File: src/rtl/flash_read_ctrl.sv
// SPI mode-0 block reader for serial NOR flash (READ 0x03).
// Sends instruction + 24-bit address, then streams RD_LEN bytes out.
module flash_read_ctrl #(
  parameter logic [7:0] READ_INST = 8'h03,
  parameter int         RD_LEN    = 4,
  parameter int         CS_SETUP  = 4,
  parameter int         CS_HOLD   = 4
) (
  input  logic        sys_clk,
  input  logic        sys_rst_n,
  input  logic        start,
  input  logic [23:0] rd_addr,
  input  logic        miso,
  output logic        sck,
  output logic        cs_n,
  output logic        mosi,
  output logic [7:0]  rd_data,
  output logic        rd_valid,
  output logic        busy,
  output logic        done
);

  typedef enum logic [5:0] {
    S_IDLE  = 6'b000001,
    S_SETUP = 6'b000010,
    S_CMD   = 6'b000100,
    S_ADDR  = 6'b001000,
    S_DATA  = 6'b010000,
    S_HOLD  = 6'b100000
  } state_t;

  localparam logic [7:0] SETUP_LAST = 8'(CS_SETUP - 1);
  localparam logic [7:0] HOLD_LAST  = 8'(CS_HOLD - 1);
  localparam logic [8:0] LEN_LAST   = 9'(RD_LEN - 1);

  state_t      r_state;
  state_t      w_state_nxt;
  logic [23:0] r_addr;
  logic [31:0] r_tx;
  logic [7:0]  r_rx;
  logic [1:0]  r_cnt_sck;
  logic [2:0]  r_bit_cnt;
  logic [8:0]  r_byte_cnt;
  logic [7:0]  r_wait;
  logic        w_bit_end;
  logic        w_byte_end;

  assign w_bit_end  = (r_cnt_sck == 2'd3);
  assign w_byte_end = w_bit_end && (r_bit_cnt == 3'd7);

  always_ff @(posedge sys_clk or negedge sys_rst_n) begin
    if (!sys_rst_n) r_state <= S_IDLE;
    else            r_state <= w_state_nxt;
  end

  always_comb begin
    w_state_nxt = r_state;
    unique case (r_state)
      S_IDLE:  if (start) w_state_nxt = S_SETUP;
      S_SETUP: if (r_wait == SETUP_LAST) w_state_nxt = S_CMD;
      S_CMD:   if (w_byte_end) w_state_nxt = S_ADDR;
      S_ADDR:
        if (w_byte_end && r_byte_cnt == 9'd2)
          w_state_nxt = S_DATA;
      S_DATA:
        if (w_byte_end && r_byte_cnt == LEN_LAST)
          w_state_nxt = S_HOLD;
      S_HOLD:  if (r_wait == HOLD_LAST) w_state_nxt = S_IDLE;
      default: w_state_nxt = S_IDLE;
    endcase
  end

  always_ff @(posedge sys_clk or negedge sys_rst_n) begin
    if (!sys_rst_n) begin
      sck        <= 1'b0;
      cs_n       <= 1'b1;
      mosi       <= 1'b0;
      rd_data    <= 8'h00;
      rd_valid   <= 1'b0;
      busy       <= 1'b0;
      done       <= 1'b0;
      r_addr     <= 24'h0;
      r_tx       <= 32'h0;
      r_rx       <= 8'h00;
      r_cnt_sck  <= 2'd0;
      r_bit_cnt  <= 3'd0;
      r_byte_cnt <= 9'd0;
      r_wait     <= 8'd0;
    end else begin
      rd_valid <= 1'b0;
      done     <= 1'b0;
      unique case (r_state)
        S_IDLE: begin
          if (start) begin
            r_addr <= rd_addr;
            busy   <= 1'b1;
            cs_n   <= 1'b0;
            r_wait <= 8'd0;
          end
        end
        S_SETUP: begin
          if (r_wait == SETUP_LAST) begin
            r_wait     <= 8'd0;
            r_cnt_sck  <= 2'd0;
            r_bit_cnt  <= 3'd0;
            r_byte_cnt <= 9'd0;
            mosi       <= READ_INST[7];
            r_tx       <= {READ_INST[6:0], r_addr, 1'b0};
          end else begin
            r_wait <= r_wait + 8'd1;
          end
        end
        S_CMD, S_ADDR, S_DATA: begin
          r_cnt_sck <= r_cnt_sck + 2'd1;
          if (r_cnt_sck == 2'd1) sck <= 1'b1;
          // sample one sys_clk after the sck rising edge
          if (r_cnt_sck == 2'd2 && r_state == S_DATA)
            r_rx <= {r_rx[6:0], miso};
          if (w_bit_end) begin
            sck       <= 1'b0;
            r_bit_cnt <= r_bit_cnt + 3'd1;
            r_tx      <= {r_tx[30:0], 1'b0};
            if (r_state == S_DATA || w_state_nxt == S_DATA)
              mosi <= 1'b0;
            else
              mosi <= r_tx[31];
          end
          if (w_byte_end) begin
            if (r_state == S_DATA) begin
              rd_data  <= r_rx;
              rd_valid <= 1'b1;
            end
            if (w_state_nxt != r_state) r_byte_cnt <= 9'd0;
            else r_byte_cnt <= r_byte_cnt + 9'd1;
          end
        end
        S_HOLD: begin
          if (r_wait == HOLD_LAST) begin
            r_wait <= 8'd0;
            cs_n   <= 1'b1;
            busy   <= 1'b0;
            done   <= 1'b1;
            mosi   <= 1'b0;
          end else begin
            r_wait <= r_wait + 8'd1;
          end
        end
        default: ;
      endcase
    end
  end

endmodule

File: config.mk
export PLATFORM = sky130hd
export DESIGN_NAME = flash_read_ctrl
export DESIGN_NICKNAME = d
export VERILOG_FILES = /design/src/rtl/flash_read_ctrl.sv
export SDC_FILE = /design/constraint.sdc
export NUM_CORES = 1
export LEC_CHECK = 0
export ABC_CLOCK_PERIOD_IN_PS = 3100
export CAP_MARGIN = 20
export CELL_PAD_IN_SITES_DETAIL_PLACEMENT = 2
export CELL_PAD_IN_SITES_GLOBAL_PLACEMENT = 2
export CORE_ASPECT_RATIO = 1.1
export CORE_MARGIN = 1.5
export CORE_UTILIZATION = 25
export CTS_CLUSTER_SIZE = 25
export DETAILED_ROUTE_END_ITERATION = 12
export PLACE_DENSITY_LB_ADDON = 0.1
export SYNTH_ARGS = -nofsm -noshare
export SYNTH_HDL_FRONTEND = slang
export SYNTH_SLANG_ARGS = --single-unit
export TNS_END_PERCENT = 1
File: constraint.sdc
create_clock -name sys_clk -period 3.1 [get_ports sys_clk]
set_input_delay 0.31 -clock sys_clk [delete_from_list [all_inputs] [get_ports sys_clk]]
set_output_delay 0.31 -clock sys_clk [all_outputs]
set_load 0.1 [all_outputs]
==> flow_summary.yaml, run 1 <==
worst_setup_path:
  path_class: "flop to flop"
  reg2reg_depth: 6
  crit_arrival_ns: 2.50
  crit_chain: "nor4_1 > nand4_1 > buf_4 > a21boi_2 > nand2b_4 > o31ai_1"
  worstPathMaxFanout: 10
  critPathSlowestCell: "nor4_1"
  crit_required_ns: 3.36
  critPathLaunchType: "flop"
  setup.worst_path.end_class: "flop"
  slowest_delay_ns: 0.57
synth:
  synth_cell_types: 52
  syn-cell-area_mm2: 0.004810
  synth-main-ff-cell: "dfrtp_1"
  synth_top_cell_by_area: "dfrtp_1"
  ys_warn_count: 0
  yosysSeqAreaShare_pct: 54.68
  synth_area_leaders: "dfrtp_1 54%, mux2_2 9.4%, nand2_1 5.1%, mux2i_1 5.0%, o21ai_0 5.0%"
  postSynthCellCount: 435
  synth_nets: 471
  ys_ff_latch: 105
  synth_area_per_cell_um2: 11.06
  synth_top_area_share_pct: 53.59
  synth_edf_count: 0
  async_flop_share_pct: 100.0
grt:
  grt_pass1_vias: 3819
  grt_util_all_layers_pct: 12.81
  grt_max_degree: 62
  grt_pass1_wl_um: 19890
  antenna_found_initial: 0
  overflow: 0
clock_tree:
  path_clk_slew_ns: 0.08
  clkSinkCount: 105
  postCtsSetupBuffers: 0
  tritoncts: "built"
  clk_latency_ns: 0.36
  cts-hold-fix-buffers: 0
  cts_resized: 0
  cts_buffer_depth: 2
  cts.htree.levels: 3
  numCtsBuffers: 9
  cts_root_buffer: "clkbuf_16"
timing:
  worst_slew_pin_slew_ns: 0.9847
  finalClockSkew_ns: 0.007013
  fin_tns_setup_ns: 0
  rsz0062_at_grt: "false"
  final-max-slew-violation-count: 0
  period_share_pct: 72.10
  worst_slack_ns: 0.8648
  maxSlewHeadroom_pct: 34.15
  fin_crit_ns: 2.235
  finalSetupViolCount: 0
  max_freq_ghz: 0.4474
  hold_viol: 2
  whs_ns: -0.003682
power_and_ir_drop:
  internal_power_w: 0.002592
  switchingPower_w: 0.001101
  seq_power_share_pct: 49.9
  power_density_mw_per_mm2: 635.0
  peakVddDrop_mv: 0.3167
  p_comb_share_pct: 19.0
  switching_share_pct: 29.80
  power.share.clock_pct: 31.1
  power.leakage_nw: 2.712
  total_power_w: 0.003693
layout:
  finalInstanceArea_mm2: 0.005816
  final_cell_mix: "103 x dfrtp_1, 65 x nand2_1, 48 x o21ai_0, 40 x mux2_2, 38 x clkdlybuf4s50_1"
  mostFrequentLayoutCell: "dfrtp_1"
  post-route-util_pct: 30.66
  areaGrowthSynthToFinish_pct: 20.92
  drive_above_1_share_pct: 17.05
  fin_nets: 512
  fillers: 2099
  seq_area_mm2: 0.002630
  antenna_cells: 0
  multiInputGateArea_mm2: 0.002063
route:
  wl_per_cell_um: 16.18
  via_count: 3432
  ant_nets: 0
  dr.pass1.iters: 4
  post_drt_via_cell_ratio: 4.714
  routed_wl_um: 11780
  drc: 0
  drt_iter0_markers: 99
floorplan:
  ios: 42
  coreArea_mm2: 0.01897
  die_h_um: 148.5
  fp.dieW_um: 135.2
  rows: 53
  initial_utilization_pct: 25.36
  die_area_mm2: 0.02008
min_path:
  min_path_type: "input pin to async pin"
place:
  io_buffer_count: 41
  dpl.hpwl_um: 8123
  dpl_cell_area_mm2: 0.005527
  dp_slack_ns: 0.8275
  gp_congestion: 0.7227
status:
  run_status: "finished, violations left"
  violations: "negative hold slack"
run:
  maxCapViolCount: 0
[kinds of logic (layout without fill, tap and decap cells)]
| kind of cell | after synthesis | after routing | synth area share [%] |
|---|---|---|---|
| simple gates | 138 | 138 | 14.07 |
| mux | 64 | 64 | 14.36 |
| fa+ha+maj | 8 | 8 | 2.081 |
| buf+inv | 32 | 78 | 2.836 |
| flops | 105 | 105 | 54.68 |
| xor+xnor | 5 | 5 | 0.9105 |
| compound gates | 83 | 83 | 11.06 |
[per-layer routing]
metal | part of all wire (%) | GRT usage, % | wire, µm | vias up
li1 | - | - | - | 1617
met3 | 2.2 | 2.761 | 254 | 12
met1 | 46 | 15.93 | 5420 | 1769
met4 | 1.6 | 4.409 | 184 | 0
met2 | 50 | 21.91 | 5922 | 34
met5 | 0 | 0 | 0 | -
[Yosys cell counts, drive strengths merged, types with 3 or more instances]
cell      n
o31ai     5
nand3    21
inv      13
and3      5
mux2i    24
nor2     11
dfrtp   103
buf       8
nand2b    3
a21oi     8
xor2      5
and2      5
ha        8
nor3     10
o21ai    48
nor4      3
a32o      3
nand2    65
nor3b     5
mux2     40
clkbuf   11
[worst max-delay path, delay by kind of cell (launching register included)]
kind | cells | cell delay, ns
compound gates | 2 | 0.45
buf+inv | 1 | 0.23
flops | 1 | 0.44
simple gates | 3 | 1.02
[power groups by stage]
| stage | sequential [W] | clock (W) | combinational, W |
|---|---|---|---|
| floorplan | 0.00180 | 0 | 0.000525 |
| global placement | 0.00187 | 0 | 0.000700 |
| detailed placement | 0.00188 | 0 | 0.000727 |
| CTS | 0.00185 | 0.00119 | 0.000728 |
| global route | 0.00189 | 0.00125 | 0.000808 |
| finish | 0.00184 | 0.00115 | 0.000701 |
[state kept, by name, indices dropped and copies added (netlist names), 2 cells and up]
name	cells
r_addr	24
r_bit_cnt	3
r_byte_cnt	9
r_cnt_sck	2
r_rx	8
r_state	6
r_tx	31
r_wait	8
rd_data	8
[through the flow]
stage,cells,hold WS (ns)
final,728,-0.003682
after floorplan,435,0.01441
after detailed placement,712,0.4337
after global routing,728,0.06268
after global placement,712,0.4237
after CTS,728,0.04723
[area by class of cell]
| class | count | area share, % |
|---|---|---|
| Clock buffer | 9 | 3.873 |
| Multi-Input combinational cell | 298 | 35.48 |
| Sequential cell | 105 | 45.22 |
| Tap cell | 247 | 5.314 |
| Timing Repair Buffer | 49 | 8.176 |
| Clock inverter | 7 | 1.097 |
| Inverter | 13 | 0.8391 |
[final timing paths]
| check | startpoint | end | slack [ns] |
|---|---|---|---|
| setup / recovery | r_wait[5] | r_byte_cnt[4] | 0.86 |
| hold / removal | sys_rst_n | r_byte_cnt[0] | -0.004 |
| setup reg to reg | r_wait[5] | r_byte_cnt[4] | 0.86 |
| hold reg to reg | r_tx[15] | r_tx[15] | 0.48 |
| max in group asynchronous | sys_rst_n | r_addr[1] | 2.33 |
| min in group sys_clk | r_tx[15] | r_tx[15] | 0.48 |
(Power assumes the default switching activity.)
==> run 2, diff against run 1 <==
--- a/config.mk
+++ b/config.mk
@@ -5,7 +5,7 @@
 export SDC_FILE = /design/constraint.sdc
 export NUM_CORES = 1
 export LEC_CHECK = 0
-export ABC_CLOCK_PERIOD_IN_PS = 3100
+export ABC_CLOCK_PERIOD_IN_PS = 2000
 export CAP_MARGIN = 20
 export CELL_PAD_IN_SITES_DETAIL_PLACEMENT = 2
 export CELL_PAD_IN_SITES_GLOBAL_PLACEMENT = 2
==> constraint.sdc (replaced) <==
create_clock -name sys_clk -period 2 [get_ports sys_clk]
set_input_delay 0.2 -clock sys_clk [delete_from_list [all_inputs] [get_ports sys_clk]]
set_output_delay 0.2 -clock sys_clk [all_outputs]
set_load 0.1 [all_outputs]
==> run 2 against run 1 <==
  * Worst setup slack lost 0.87 ns
  * Maximum frequency rose by 12%
  * Final cell count is 5.8% higher
  * Critical path type unchanged
  * Power is 59% higher
  * Sequential cell count stayed put
  * Sequential power rose by 53%
  * The flow finishes with violations (negative setup slack)
  * Hold slack gained 0.28 ns
  * Die area is the same
==> flow_summary.yaml, run 2 (synthesis gave the netlist of run 1 again) <==
status:
  run_status: "finished, violations left"
  violations: "negative setup slack"
grt:
  grt_pass1_vias: 4048
  antenna_found_initial: 0
  grt_max_degree: 52
  overflow: 0
  grt_util_all_layers_pct: 13.39
  grt_pass1_wl_um: 20980
layout:
  largest_reg_flops: 31
  fin_nets: 554
  reg_top3: "r_tx x31, r_addr x24, r_byte_cnt x9"
  max_flop_register: "r_tx"
  areaGrowthSynthToFinish_pct: 29.16
  mostFrequentLayoutCell: "dfrtp_1"
  layout.cells.non_filler: 770
  drive_above_1_share_pct: 27.72
  post-route-util_pct: 32.76
  antenna_cells: 0
  final_cell_mix: "100 x dfrtp_1, 65 x nand2_1, 56 x buf_4, 45 x o21ai_0, 40 x mux2_2"
worst_setup_path:
  crit_chain: "or4_4 > nand2b_4 > a221oi_4 > buf_6 > nand2b_4 > o31ai_4"
  critPathSlowestCell: "or4_4"
  cp.depth: 6
  reg2reg_depth: 6
  critPathLaunchType: "flop"
  path_class: "flop to flop"
  r2r_slack_ns: -0.002
  worstPathMaxFanout: 7
  crit_arrival_ns: 2.26
  crit_family: "simple AND/OR/NAND/NOR gates"
  path_buf_inv: 1
  crit_required_ns: 2.26
  setup.worst_path.end_class: "flop"
  r2r_end: "r_byte_cnt[4]"
  slowest_delay_ns: 0.58
  cpMostUsedCell: "nand2b_4"
  worst_r2r_startpoint: "r_state[4]"
route:
  via_count: 3627
  post_drt_via_cell_ratio: 4.710
  drc: 0
  wl_per_cell_um: 16.36
  routed_wl_um: 12590
  drt_iter0_markers: 123
  ant_nets: 0
  dr.pass1.iters: 4
clock_tree:
  clk_latency_ns: 0.36
  cts_buffer_depth: 2
  cts_root_buffer: "clkbuf_16"
  numCtsBuffers: 9
  cts.htree.levels: 3
  path_clk_slew_ns: 0.08
  tritoncts: "built"
  clkSinkCount: 105
floorplan:
  ios: 42
  coreArea_mm2: 0.01897
  initial_utilization_pct: 25.36
  rows: 53
  die_h_um: 148.5
  fp.dieW_um: 135.2
  die_area_mm2: 0.02008
power_and_ir_drop:
  power.share.clock_pct: 30.0
  power.leakage_nw: 2.970
  switching_share_pct: 29.11
  switchingPower_w: 0.001711
  seq_power_share_pct: 48.1
  internal_power_w: 0.004165
  power_density_mw_per_mm2: 945.8
  peakVddDrop_mv: 0.3771
  p_comb_share_pct: 22.0
timing:
  hold_viol: 0
  worst_slack_ns: -0.002098
  rsz0062_at_grt: "true"
  maxSlewHeadroom_pct: 77.52
  fin_crit_ns: 2.002
  finalClockSkew_ns: 0.01277
  max_freq_ghz: 0.4995
  finalSetupViolCount: 1
  period_share_pct: 100.1
  final-max-slew-violation-count: 0
  worst_slew_pin_slew_ns: 0.3346
run:
  maxCapViolCount: 0
min_path:
  min_path_type: "input pin to async pin"
place:
  gp_congestion: 0.7525
  io_buffer_count: 41
  dp_slack_ns: -0.04327
  place_inst: 751
  dpl.hpwl_um: 9076
## run 2: final cells by class
class	count	area (µm²)
inverter	13	48.80
tap	247	309.0
sequential	105	2634
clock inverter	6	51.30
clock buffer	10	239.0
timing repair buffer	91	815.8
fill	2094	12750
multi-input combinational	298	2115
## run 2: worst max path at each step
stage / startpoint / end / slack (ns)
finish: r_state[4] / r_byte_cnt[4] / -0.002
global route: r_state[4] / r_byte_cnt[4] / -0.06
CTS: r_state[4] / r_byte_cnt[3] / 0.0009
detailed placement: r_state[4] / r_byte_cnt[4] / -0.04
global placement: r_bit_cnt[0] / r_byte_cnt[2] / 0.02
floorplan: r_state[5] / r_addr[10] / 0.0004
## run 2: metal layers
| metal | wire length, µm | global-route usage (%) |
|---|---|---|
| met2 | 6299 | 23.06 |
| met5 | 0 | 0 |
| met1 | 5835 | 17.17 |
| met3 | 235 | 1.738 |
| met4 | 224 | 4.785 |
## run 2: stage by stage
step | hold slack (ns) | power, W | instance area [µm²] | TNS, ns
3_3_place_gp | 0.1144 | 0.004115 | 5832 | 0
2_1_floorplan | -0.09559 | 0.003609 | 4815 | 0
6_report | 0.2784 | 0.005875 | 6212 | -0.002098
3_5_place_dp | 0.1131 | 0.004186 | 5832 | -0.06475
5_1_grt | 0.3013 | 0.006266 | 6212 | -0.1879
4_1_cts | 0.2791 | 0.005996 | 6150 | 0
## run 2: worst reg2reg max path, delay by kind of cell, from the launching register on
kind,cells,cell delay (ns)
simple gates,3,0.85
flops,1,0.45
compound gates,2,0.44
buf+inv,1,0.17
## run 2: power by group through the flow
stage	registers, W	logic (W)	clock network [W]
after floorplan	0.00280	0.000814	0
after global placement	0.00286	0.00126	0
after detailed placement	0.00288	0.00131	0
after CTS	0.00284	0.00132	0.00184
after global routing	0.00290	0.00146	0.00191
final	0.00282	0.00129	0.00176
## run 2: timing repair
action                     in CTS  in global routing
resized for setup               4                 15
buffers inserted                0                  2
hold buffers                    1                  0
pin swaps                       0                  4
setup endpoints to repair       4                 57
hold endpoints to repair       16                  0
==> run 3, diff against run 2 <==
--- a/config.mk
+++ b/config.mk
@@ -5,16 +5,17 @@
 export SDC_FILE = /design/constraint.sdc
 export NUM_CORES = 1
 export LEC_CHECK = 0
+export ABC_AREA = 1
 export ABC_CLOCK_PERIOD_IN_PS = 2000
 export CAP_MARGIN = 20
 export CELL_PAD_IN_SITES_DETAIL_PLACEMENT = 2
 export CELL_PAD_IN_SITES_GLOBAL_PLACEMENT = 2
 export CORE_ASPECT_RATIO = 1.1
-export CORE_MARGIN = 1.5
 export CORE_UTILIZATION = 25
 export CTS_CLUSTER_SIZE = 25
 export DETAILED_ROUTE_END_ITERATION = 12
 export PLACE_DENSITY_LB_ADDON = 0.1
+export SLEW_MARGIN = 30
 export SYNTH_ARGS = -nofsm -noshare
 export SYNTH_HDL_FRONTEND = slang
 export SYNTH_SLANG_ARGS = --single-unit
==> run 3 against run 2 <==
  * The run now ends clean
  * Combinational power is 52% higher
  * Sequential share of layout area is 1.6 points higher
  * Utilization is 0.59 points lower
  * Design area is 3.7% lower
  * Hold slack better by 0.020 ns
  * Wire length is 0.60% higher
  * Sequential power is 6% higher
  * Global-route usage is 0.62 points higher
  * Critical path type unchanged
  * Largest power group unchanged
  * Highest routed layer unchanged
==> flow_summary.yaml, run 3 <==
timing:
  period_share_pct: 91.43
  finalClockSkew_ns: 0.006665
  maxSlewHeadroom_pct: 68.73
  worst_slew_pin_slew_ns: 0.4679
  finalSetupViolCount: 0
  max_freq_ghz: 0.5469
  final-max-slew-violation-count: 0
  hold_viol: 0
  fin_crit_ns: 1.829
place:
  dpl.hpwl_um: 8960
  dpl_cell_area_mm2: 0.005620
  gp_congestion: 0.7770
  place_inst: 868
  io_buffer_count: 41
route:
  routed_wl_um: 12670
  via_count: 3999
  drc: 0
  wl_per_cell_um: 14.27
  post_drt_via_cell_ratio: 4.503
  dr.pass1.iters: 4
  drt_iter0_markers: 144
  ant_nets: 0
layout:
  finalInstanceArea_mm2: 0.005984
  final_cell_mix: "206 x nand2_1, 103 x dfrtp_1, 55 x nor2_1, 44 x inv_1, 34 x buf_4"
  fillers: 2171
  max_flop_register: "r_tx"
  largest_reg_flops: 31
  antenna_cells: 0
  post-route-util_pct: 32.16
  areaGrowthSynthToFinish_pct: 24.33
  drive_above_1_share_pct: 12.71
  reg_top3: "r_tx x31, r_addr x24, r_byte_cnt x9"
  layout.cells.non_filler: 888
  mostFrequentLayoutCell: "nand2_1"
  fin_nets: 676
worst_setup_path:
  crit_arrival_ns: 2.05
  cpMostUsedCell: "nand2_4"
  path_buf_inv: 4
  crit_family: "simple AND/OR/NAND/NOR gates"
  worst_r2r_startpoint: "r_state[0]"
  critPathLaunchType: "flop"
  critPathLaunch: "r_state[0]"
  worstPathMaxFanout: 12
  critPathSlowestCell: "dfstp_2"
  path_class: "flop to flop"
  crit_required_ns: 2.22
  slowest_delay_ns: 0.56
  setup.worst_path.end_class: "flop"
  crit_chain: "inv_2 > nand2_1 > nor2_4 > nand2_2 > nand3_4 > inv_4 > nand2_4 > nand2_4 > inv_6 > buf_12 > nor2_1 > a31oi_1"
synth:
  ys_top_cells_by_count: "207 x nand2_1, 103 x dfrtp_1, 57 x nor2_1"
  async_flop_share_pct: 100.0
  synth_area_per_cell_um2: 8.285
  synth_edf_count: 0
  synth_cell_types: 39
  synth-main-ff-cell: "dfrtp_1"
  synth_top_area_share_pct: 53.55
  ys_warn_count: 0
  synth_top_cell_by_area: "dfrtp_1"
  synth_nets: 617
  yosysSeqAreaShare_pct: 54.64
  syn-cell-area_mm2: 0.004813
  ys_ff_latch: 105
  synth_area_leaders: "dfrtp_1 54%, nand2_1 16%, nor2_1 4.4%, inv_1 3.5%, o21ai_0 3.4%"
  postSynthCellCount: 581
  synth_most_common_cell: "nand2_1"
grt:
  grt_pass1_wl_um: 21860
  overflow: 0
  grt_max_degree: 46
  antenna_found_initial: 0
  grt_pass1_vias: 4410
  grt_util_all_layers_pct: 14.00
floorplan:
  coreArea_mm2: 0.01861
  rows: 52
  ios: 42
  die_h_um: 147.5
  die_area_mm2: 0.01981
  initial_utilization_pct: 25.87
  fp.dieW_um: 134.3
power_and_ir_drop:
  power_density_mw_per_mm2: 1132
  peakVddDrop_mv: 0.4574
  total_power_w: 0.006777
  power.leakage_nw: 2.909
clock_tree:
  cts.htree.levels: 3
  numCtsBuffers: 9
  cts_root_buffer: "clkbuf_16"
  cts_buffer_depth: 2
  clk_latency_ns: 0.35
  tritoncts: "built"
  clkSinkCount: 105
  path_clk_slew_ns: 0.08
run:
  maxCapViolCount: 0
status:
  run_status: "completed"
min_path:
  min_path_type: "input pin to async pin"
==> run 3: cell types whose count changed after synthesis, moves of 5 or more <==
| cell | previous run | this run |
|---|---|---|
| nand3_1 | 21 | 26 |
| nor2_1 | 10 | 57 |
| nand2_1 | 65 | 207 |
| mux2_2 | 40 | 0 |
| a31oi_1 | 0 | 24 |
| mux2i_1 | 24 | 0 |
| inv_2 | 0 | 5 |
| inv_1 | 13 | 45 |
| o21ai_0 | 48 | 33 |
| nor3_1 | 10 | 4 |
==> run 3: cell families (layout without fill, tap and decap cells) <==
| kind of cell | after synthesis | in the layout | share of synthesized area [%] |
|---|---|---|---|
| AOI/OAI and AO/OA | 80 | 80 | 9.566 |
| xor gates and xnor gates | 5 | 5 | 0.9098 |
| adders and majority gates | 8 | 8 | 2.080 |
| buffers and inverters | 71 | 135 | 6.239 |
| DFF | 105 | 105 | 54.64 |
| and+or+nand+nor | 312 | 312 | 26.57 |
==> run 3: final cells by class <==
class / instances / area [µm²] / area share, %
clock inverter: 6 / 65.06 / 1.087
tap: 243 / 304.0 / 5.080
clock buffer: 10 / 229.0 / 3.826
timing repair buffer: 67 / 636.9 / 10.64
sequential: 105 / 2630 / 43.95
multi-input combinational: 405 / 1917 / 32.03
inverter: 52 / 202.7 / 3.387
==> run 3: through the flow <==
stage | hold slack (ns) | worst slack [ns] | setup TNS, ns
6_report | 0.2980 | 0.1714 | 0
3_5_place_dp | 0.1417 | 0.06836 | 0
3_3_place_gp | 0.1397 | 0.1162 | 0
2_1_floorplan | -0.09559 | 0.2591 | 0
4_1_cts | 0.2962 | 0.04991 | 0
5_1_grt | 0.3439 | -0.004066 | -0.008003
==> run 3: what timing repair did <==
action / CTS / global route
hold buffers: 1 / 0
endpoints found under the setup margin: 0 / 25
endpoints found under the hold margin: 21 / 0
buffers inserted: 0 / 2
resized for setup: 0 / 11
==> run 3: worst reg2reg max path: stages, from the launching register on <==
cell and delay, ns:
dfstp_2 0.56, inv_2 0.05, nand2_1 0.11, nor2_4 0.06, nand2_2 0.11, nand3_4 0.15, inv_4 0.14, nand2_4 0.08
nand2_4 0.08, inv_6 0.07, buf_12 0.15, nor2_1 0.10, a31oi_1 0.05
==> run 3: routing by layer <==
layer / routed length (µm) / share of wire [%] / up-vias / GRT usage, %
met4: 206 / 1.6 / 0 / 5.730
met2: 6430 / 51 / 43 / 24.95
met5: 0 / 0 / - / 0
li1: - / - / 1973 / -
met3: 261 / 2.1 / 12 / 1.989
met1: 5771 / 46 / 1971 / 16.83
==> run 3: worst paths after layout <==
| check | slack (ns) | end | cells after the start |
|---|---|---|---|
| setup / recovery | 0.17 | r_tx[25] | 12 |
| hold / removal | 0.30 | r_byte_cnt[5] | 2 |
| setup reg to reg | 0.17 | r_tx[25] | 12 |
| hold reg to reg | 0.47 | r_addr[1] | 2 |
| max in group asynchronous | 1.04 | cs_n | 3 |
| min in group sys_clk | 0.38 | r_addr[18] | 3 |
==> run 3: where the power goes <==
part | switching, W | internal [W] | leakage, nW
sequential | 0.000357 | 0.00264 | 1.36
clock | 0.000841 | 0.000978 | 0.143
combinational | 0.00121 | 0.000755 | 1.41
